[src/rtl/axis_gen_pkg.sv]
// Purpose : shared types and constants for the AXI4-Stream packet generator.
// Latency : n/a (types, constants and a pure function only).
// Backpr. : n/a.
// Contents: state_t, mode_t, LFSR_TAPS, HDR_MAGIC, lfsr_next().
package axis_gen_pkg;

  typedef enum logic [1:0] {
    IDLE = 2'd0,
    SEND = 2'd1,
    GAP  = 2'd2
  } state_t;

  typedef enum logic {
    MODE_COUNT = 1'b0,
    MODE_LFSR  = 1'b1
  } mode_t;

  // x^32 + x^22 + x^2 + x + 1 as a Fibonacci tap mask (stages 32,22,2,1 -> bits 31,21,1,0)
  localparam logic [31:0] LFSR_TAPS = 32'h8020_0003;
  localparam logic [15:0] HDR_MAGIC = 16'hA5A5;

  // One Fibonacci step: shift toward the MSB, feedback parity enters at bit 0.
  function automatic logic [31:0] lfsr_next(input logic [31:0] s);
    return {s[30:0], ^(s & LFSR_TAPS)};
  endfunction

endpackage

[src/rtl/axis_gen_lfsr.sv]
// Purpose : 32-bit Fibonacci LFSR payload source with seed load and step.
// Latency : q updates one clock after load/step; load has priority over step.
// Backpr. : none internally; the caller asserts step only on an accepted word.
// Ports   : clk, load (reload SEED), step (advance one state), q (current state).
module axis_gen_lfsr
  import axis_gen_pkg::*;
#(
  parameter logic [31:0] SEED = 32'h1
) (
  input  logic        clk,
  input  logic        load,
  input  logic        step,
  output logic [31:0] q
);

  always_ff @(posedge clk) begin
    if (load) begin
      q <= SEED;
    end else if (step) begin
      q <= lfsr_next(q);
    end
  end

endmodule

[src/rtl/axis_packet_gen.sv]
// Purpose : packet-oriented AXI4-Stream test source (count or LFSR payload, programmable length/gap).
// Latency : first word valid one clock after enable is seen in IDLE; back-to-back packets have no bubble.
// Backpr. : words advance only on tvalid & tready; tvalid/tdata/tlast are held while stalled.
// Ports   : axi_aclk, axi_aresetn (sync, active low), enable, mode, pkt_len, gap_len,
//           m_axis_tdata/tkeep/tlast/tvalid/tready, pkt_count, busy.
// Option  : define AXIS_GEN_HDR_EN to prefix every packet with {16'hA5A5, pkt_count[15:0]}.
module axis_packet_gen
  import axis_gen_pkg::*;
#(
  parameter int          DATA_W    = 32,
  parameter int          LEN_W     = 16,
  parameter logic [31:0] LFSR_SEED = 32'h1
) (
  input  logic                  axi_aclk,
  input  logic                  axi_aresetn,
  input  logic                  enable,
  input  logic                  mode,
  input  logic [LEN_W-1:0]      pkt_len,
  input  logic [LEN_W-1:0]      gap_len,
  output logic [DATA_W-1:0]     m_axis_tdata,
  output logic [DATA_W/8-1:0]   m_axis_tkeep,
  output logic                  m_axis_tlast,
  output logic                  m_axis_tvalid,
  input  logic                  m_axis_tready,
  output logic [31:0]           pkt_count,
  output logic                  busy
);

`ifdef AXIS_GEN_HDR_EN
  localparam bit HDR_EN = 1'b1;
`else
  localparam bit HDR_EN = 1'b0;
`endif

  state_t           state;
  mode_t            lat_mode;
  logic [LEN_W-1:0] lat_len;
  logic [LEN_W-1:0] lat_gap;
  logic [LEN_W-1:0] word_idx;
  logic [LEN_W-1:0] gap_cnt;
  logic [31:0]      cnt;
  logic [31:0]      lfsr_q;
  logic             hdr_phase;

  logic             hs;
  logic             last_hs;
  logic             adv;
  logic             start;
  logic [LEN_W-1:0] new_len;
  mode_t            sel_mode;
  logic             load_pl;
  logic             step_lfsr;
  logic [31:0]      pl_word;
  logic [31:0]      pkt_count_nxt;
  logic [31:0]      hdr_word;

  // tvalid is only ever high in SEND, so a handshake implies SEND.
  assign hs      = m_axis_tvalid & m_axis_tready;
  assign last_hs = hs & m_axis_tlast;
  assign adv     = hs & ~m_axis_tlast;
  assign new_len = (pkt_len == '0) ? LEN_W'(1) : pkt_len;

  // start: a new packet's first word is loaded into the output register at this edge.
  always_comb begin
    start = 1'b0;
    case (state)
      IDLE:    start = enable;
      SEND:    start = last_hs & enable & (lat_gap == '0);
      GAP:     start = enable & (gap_cnt == lat_gap - LEN_W'(1));
      default: start = 1'b0;
    endcase
  end

  // The payload generators hold the value of the next word to be loaded; the one selected
  // by the active mode steps whenever a payload word is loaded, which happens exactly once
  // per payload handshake (preloading keeps tdata a plain register).
  assign sel_mode      = start ? mode_t'(mode) : lat_mode;
  assign load_pl       = adv | (start & ~HDR_EN);
  assign pl_word       = (sel_mode == MODE_LFSR) ? lfsr_q : cnt;
  assign step_lfsr     = load_pl & (sel_mode == MODE_LFSR);
  assign pkt_count_nxt = pkt_count + 32'(last_hs);
  // A back-to-back header must carry the count that includes the packet just finished.
  assign hdr_word      = {HDR_MAGIC, pkt_count_nxt[15:0]};

  assign m_axis_tkeep  = '1;

  axis_gen_lfsr #(
    .SEED (LFSR_SEED)
  ) u_lfsr (
    .clk  (axi_aclk),
    .load (~axi_aresetn),
    .step (step_lfsr),
    .q    (lfsr_q)
  );

  always_ff @(posedge axi_aclk) begin
    if (!axi_aresetn) begin
      state         <= IDLE;
      m_axis_tvalid <= 1'b0;
      m_axis_tlast  <= 1'b0;
      m_axis_tdata  <= '0;
      busy          <= 1'b0;
      pkt_count     <= '0;
      cnt           <= '0;
      word_idx      <= '0;
      gap_cnt       <= '0;
      lat_len       <= LEN_W'(1);
      lat_gap       <= '0;
      lat_mode      <= MODE_COUNT;
      hdr_phase     <= 1'b0;
    end else begin
      pkt_count <= pkt_count_nxt;
      if (load_pl && sel_mode == MODE_COUNT) begin
        cnt <= cnt + 32'd1;
      end

      if (start) begin
        state         <= SEND;
        busy          <= 1'b1;
        m_axis_tvalid <= 1'b1;
        lat_len       <= new_len;
        lat_gap       <= gap_len;
        lat_mode      <= mode_t'(mode);
        word_idx      <= '0;
        if (HDR_EN) begin
          m_axis_tdata <= DATA_W'(hdr_word);
          m_axis_tlast <= 1'b0;
          hdr_phase    <= 1'b1;
        end else begin
          m_axis_tdata <= DATA_W'(pl_word);
          m_axis_tlast <= (new_len == LEN_W'(1));
          hdr_phase    <= 1'b0;
        end
      end else begin
        case (state)
          SEND: begin
            if (adv) begin
              m_axis_tdata <= DATA_W'(pl_word);
              hdr_phase    <= 1'b0;
              if (hdr_phase) begin
                word_idx     <= '0;
                m_axis_tlast <= (lat_len == LEN_W'(1));
              end else begin
                word_idx     <= word_idx + LEN_W'(1);
                m_axis_tlast <= (word_idx + LEN_W'(1) == lat_len - LEN_W'(1));
              end
            end else if (last_hs) begin
              // Packet done and no immediate restart: gap if still enabled, else stop.
              m_axis_tvalid <= 1'b0;
              m_axis_tlast  <= 1'b0;
              gap_cnt       <= '0;
              if (enable) begin
                state <= GAP;
              end else begin
                state <= IDLE;
                busy  <= 1'b0;
              end
            end
          end
          GAP: begin
            gap_cnt <= gap_cnt + LEN_W'(1);
            if (gap_cnt == lat_gap - LEN_W'(1)) begin
              state <= IDLE;
              busy  <= 1'b0;
            end
          end
          default: begin
          end
        endcase
      end
    end
  end

endmodule

[config.mk]
export PLATFORM = sky130hd
export DESIGN_NAME = axis_packet_gen
export DESIGN_NICKNAME = d
export VERILOG_FILES = /design/src/rtl/axis_gen_pkg.sv /design/src/rtl/axis_gen_lfsr.sv /design/src/rtl/axis_packet_gen.sv
export SDC_FILE = /design/constraint.sdc
export NUM_CORES = 1
export LEC_CHECK = 0
export BUFFER_PORTS_ARGS = -buffer_cell sky130_fd_sc_hd__buf_2
export CORE_MARGIN = 3
export CORE_UTILIZATION = 45
export DETAILED_ROUTE_END_ITERATION = 16
export GPL_TIMING_DRIVEN = 0
export PLACE_DENSITY = 0.7
export SETUP_SLACK_MARGIN = 0.15
export SYNTH_ARGS = -nofsm -noshare
export SYNTH_HDL_FRONTEND = slang
export SYNTH_HIERARCHICAL = 1
export SYNTH_SLANG_ARGS = --single-unit
[constraint.sdc]
create_clock -name axi_aclk -period 3.4 [get_ports axi_aclk]
set_input_delay 0.34 -clock axi_aclk [delete_from_list [all_inputs] [get_ports axi_aclk]]
set_output_delay 0.34 -clock axi_aclk [all_outputs]
set_load 0.01 [all_outputs]
* After elaboration in Yosys (flattened, before gate mapping) *
Cells that the tools add are included.

word-level totals
  bits in registers = 198
  input bits = 37
  output and inout port bits = 71
  word-level logic and storage cells = 94

cells by class
  add/sub/neg operators = 6
  eq/ne operators = 13
  muxes and demuxes = 29
  bitwise gates (word level) = 12
  reduce and logical (&&, ||, !) cells = 20

operator list
  kind                   number
  $mux 32                4
  $mux 16                3
  $add 16x1->16 const B  2
  $add 32x1->32          1
  $add 32x1->32 const B  1
  $eq 16x16->1           2
  $logic_not 16->1       2
  $pmux 16 s2            1
  $reduce_xor 32->1      1
  $sub 16x1->16 const B  2
  $eq 16x1->1 const B    1
  $mux 1                 14
  $ne 3x3->1 const B     4
  $reduce_and 4->1       3
  $mux 2                 4
  $reduce_bool 2->1      4
  $and 1x1->1            7
  $ne 2x2->1 const B     3
  $reduce_and 2->1       3
  $reduce_bool 3->1      2
  $reduce_and 5->1       1
  $not 1->1              4
  $pmux 2 s2             1
  $pmux 1 s3             1
  other kinds (9)        9

* Depth between registers and ports, before layout *
  depth after elaboration = 10
  gate-level depth with buffers = 19

* Hierarchy *
Netlist, hierarchy kept.

modules (own cells, without submodules)
  module           times used  cells each  area each (um^2)
  axis_packet_gen  1           1154        9459.1
  axis_gen_lfsr    1           106         1142.3

* Worst setup path before layout *
Ideal clock, no wire load.

  kind = reg-to-reg
  start = register lat_gap[0]
  end = register u_lfsr.q[0]
  library setup time = 127 ps
  arrival = 3390 ps
  data required time = 3273 ps
  path slack = -117 ps
  stages on the path, launching flop included = 20
  clock period less this slack = 3517 ps
  cell sequence = dfxtp_1 clkbuf_1 inv_1 ha_1 clkbuf_1 nor2b_1 and4b_1 a21oi_1 nand4b_1 or4b_1 buf_6 nand3_2 and2_1 buf_4 buf_6 a21oi_1 clkbuf_1 inv_1 nor3_1 or3b_1

on the way
  longest elaborated chain between the ends = 6
  elaborated cells between the ends (all ways) = 9
  those cells by class = add/sub (1); eq/ne (1); mux (2); bitwise (4); reduce/logical (1)

ends and longest elaborated chain
  element                                      line                    RTL
  start: declaration                           axis_packet_gen.sv:38   logic [LEN_W-1:0] lat_gap;
  start signal: assignment                     axis_packet_gen.sv:122  lat_gap <= gap_len;
  $sub 16x1->16                                axis_packet_gen.sv:69   GAP: start = enable & (gap_cnt == lat_gap - LEN_W'(1));
  $eq 16x16->1                                 axis_packet_gen.sv:69
  $and 1x1->1                                  axis_packet_gen.sv:69
  $pmux 1 s3 *                                 axis_packet_gen.sv:66   case (state)
  $or 1x1->1 / $mux 1 (equally long branches)  --
  $and 1x1->1 *                                axis_packet_gen.sv:80   assign step_lfsr = load_pl & (sel_mode == MODE_LFSR);
  via step_lfsr                                axis_packet_gen.sv:52   logic step_lfsr;
  end signal: assignment                       axis_gen_lfsr.sv:20     q <= lfsr_next(q);
  end: declaration                             axis_gen_lfsr.sv:13     output logic [31:0] q

Mark *: on every way through the listed nets, which the timed path passes. The rest lies on a longest branch.
A chain may end at the register's enable or synchronous reset.

* Worst setup path in the final report *
  start = register lat_gap[8]
  end = register u_lfsr.q[0]

Same word-level chain as after synthesis.

==> impl_metrics.yaml <==
outcome:
  status: "complete, but fails checks"
  violations: "negative setup slack"
timing:
  max_freq_mhz: 290.1
  rsz0062_at_grt: "true"
  hold_viol: 0
  setup_tns_ns: -0.05457
  slew_viol_final: 0
  period_share_pct: 101.4
  setup_ws_ns: -0.04719
  worstMarginPinSlew_ns: 1.263
  fin_worst_skew_ns: 0.01463
  setup_viol: 2
  min_period_ns: 3.447
  whs_ns: 0.1219
  slew_headroom_pct: 15.16
setup_path:
  critical_path.top_delay_family: "simple AND/OR/NAND/NOR gates"
  worst_setup_path_end_kind: "flip-flop"
  ff2ff_path_depth: 16
  path_cells: "buf_4 -> nor4_4 -> and4b_2 -> a2bb2oi_2 -> nand4b_1 -> or4b_4 -> buf_8 -> nand3_4 -> and2_4 -> buf_8 -> buf_12 -> a21oi_4 -> buf_12 -> inv_2 -> nor3_1 -> or3b_1"
  worstSetupStartpoint: "lat_gap[8]"
  timing.rr.start: "lat_gap[8]"
  crit_fanout: 8
  path_class: "reg -> reg"
  start_kind: "flip-flop"
  path_buf_inv: 6
  worstPathRequired_ns: 3.74
  cp_slowest_stage_delay_ns: 0.58
  crit_cells: 16
  rrSetupSlack_ns: -0.05
  crit_path_end: "u_lfsr/q[0]"
  critPathArrivalTime_ns: 3.79
  cp_slowest_cell: "or4b_4"
  worstReg2RegEnd: "u_lfsr/q[0]"
cts:
  clock_latency_ns: 0.46
  cts.root.buffer_cell: "clkbuf_16"
  cts_buffers: 17
  cts_buffer_depth: 2
  h-tree-depth: 4
  clock_sinks: 198
  cts.clk_slew.worst_paths_ns: 0.08
  cts_tree: "yes"
floorplanning:
  initial_core_util_pct: 46.26
  die_w_um: 159.5
  floorplan.rows: 55
  die_h_um: 159.5
  io-pin-count: 108
  die_area_mm2: 0.02544
  core_area_mm2: 0.02292
logic_synthesis:
  async_reset_ff_share_pct: 0
  synth_edf_count: 0
  synth_cells: 1260
  synth_area_per_cell_um2: 8.414
  synth_ff_type: "dfxtp_1"
  synth_area_mm2: 0.01060
  ys_seq_elements: 198
  ys_seq_area_share_pct: 37.39
  yosys_warnings: 6
  synth.distinct_cells: 71
final_layout:
  final_area_mm2: 0.01304
  final_util_pct: 56.90
  final_layout_size_suffix_gt1_share_pct: 20.72
  final_cells: 1738
  syn_to_final_growth_pct: 23.00
  fin_nets: 1459
power:
  seqPwrFrac_pct: 44.6
  comb_power_share_pct: 15.5
  p_sw_share_pct: 29.87
  internal-power_mw: 3.804
  switchingPower_mw: 1.621
  p_total_mw: 5.425
  p_leak_nw: 4.888
  pwr-share-clk_pct: 39.9
  ir_worst_vdd_uv: 357.5
  powerDensity_mw_per_mm2: 416.0
detailed_routing:
  vias: 9813
  drc: 0
  viasPerCell: 5.646
  routedWlPerCell_um: 17.10
  drt_iter0_markers: 808
  wl_mm: 29.71
  drt_pass1_iterations: 5
  ant_nets: 0
global_routing:
  grt_max_degree: 22
  grt_usage_pct: 22.45
  gr-total-overflow: 0
  grt_pass1_vias: 9296
  antenna_found_initial: 1
  grt_pass1_wl_mm: 47.56
placed_design:
  portBuffers: 102
  gp_congestion: 0.9110
  post-place-cells: 1678
  dp_hpwl_mm: 20.73
  place_area_mm2: 0.01159
  pre_cts_slack_ns: -1.044
hold_path:
  holdPathStages: 3
  min_path_type: "in -> reg"
run:
  cap_violations: 0
==> worst min path at each step <==
stage | start | end | slack (ns)
3_3_place_gp | busy | busy | 0.44
6_report | gap_len[2] | lat_gap[2] | 0.12
4_1_cts | pkt_len[12] | lat_len[12] | 0.12
5_1_grt | pkt_len[11] | lat_len[11] | 0.12
2_1_floorplan | cnt[31] | cnt[31] | 0.44
3_5_place_dp | busy | busy | 0.45
==> repair_timing <==
action                     4_1_cts  5_1_grt
pin swaps                       10       19
hold endpoints to repair         0        0
setup endpoints to repair      141      142
buffers inserted                16        5
hold buffers                     0        0
gates cloned                     1        5
resized for setup               45       70
==> registers in the layout, indices dropped and copies added, names as in the netlist <==
register / cells
gap_cnt: 16
state: 2
busy: 1
lat_len: 16
lat_mode: 1
u_lfsr/q: 32
cnt: 32
m_axis_tvalid: 1
word_idx: 16
m_axis_tlast: 1
m_axis_tdata: 32
pkt_count: 32
lat_gap: 16
==> cell usage after synthesis (all sizes together), types with 16 or more instances <==
master / number / area share, %
a21oi: 58 / 2.7
and2: 16 / 0.94
buf: 35 / 2.5
clkbuf: 55 / 1.9
dfxtp: 198 / 37
inv: 21 / 0.74
mux2i: 84 / 7.9
nand2: 189 / 6.8
nand2b: 29 / 1.7
nand3: 45 / 2.2
nand4: 100 / 5.9
nor2: 109 / 3.9
nor3: 31 / 1.5
nor4: 16 / 1.1
o211ai: 34 / 3.9
o21ai: 25 / 1.2
or3: 16 / 0.94
xnor2: 65 / 5.4
xor2: 38 / 3.1
==> layout by cell type (no fill, tap or decap), types with 30 or more instances in the layout <==
master,n
nand3_1,43
mux2i_1,65
a21oi_1,54
clkbuf_1,47
nor2_1,108
xor2_1,38
buf_2,109
nand2_1,187
xnor2_1,63
dfxtp_1,194
nor3_1,30
o211ai_2,32
nand4_1,100
==> layer usage <==
layer  track usage [%]  wire (µm)  vias up
li1                  -          -     4746
met1             29.74      13030     4695
met2             37.87      14400      316
met3             3.200       1633       56
met4             6.964        645        0
met5                 0          0        -
==> cells by family (layout without fill, tap and decap cells) <==
| family | count (synthesis) | in the layout | share of synthesized area [%] |
|---|---|---|---|
| flip-flops | 198 | 198 | 37.39 |
| multiplexers | 86 | 86 | 8.144 |
| AO/OA/AOI/OAI | 146 | 146 | 10.39 |
| buffers and inverters | 111 | 271 | 5.228 |
| XOR/XNOR | 104 | 104 | 8.722 |
| adder cells (fa/ha/maj) | 11 | 11 | 1.298 |
| AND/OR/NAND/NOR | 603 | 604 | 28.80 |
| other | 1 | 5 | 0.03537 |
==> area by class of cell <==
| type | instances | area, µm² |
|---|---|---|
| sequential | 198 | 3971 |
| clock inverter | 15 | 197.7 |
| timing repair buffer | 128 | 838.3 |
| multi-input combinational | 955 | 6465 |
| clock buffer | 17 | 425.4 |
| buffer | 90 | 666.9 |
| fill | 1984 | 9876 |
| antenna | 1 | 2.502 |
| inverter | 21 | 81.33 |
| tap | 313 | 391.6 |
==> worst register-to-register path: stages, from the launching register on <==
cell       delay (ns)
dfxtp_1          0.30
buf_4            0.16
nor4_4           0.39
and4b_2          0.32
a2bb2oi_2        0.13
nand4b_1         0.26
or4b_4           0.58
buf_8            0.15
nand3_4          0.09
and2_4           0.15
buf_8            0.10
buf_12           0.10
a21oi_4          0.03
buf_12           0.16
inv_2            0.06
nor3_1           0.04
or3b_1           0.33
==> power groups by stage <==
stage	Sequential, mW	Clock, mW	Combinational [mW]
6_report	2.42	2.16	0.842
3_5_place_dp	2.47	0	0.662
4_1_cts	2.42	2.17	0.741
5_1_grt	2.43	2.26	0.905
2_1_floorplan	2.46	0	0.492
3_3_place_gp	2.47	0	0.651
(Power assumes the default switching activity.)
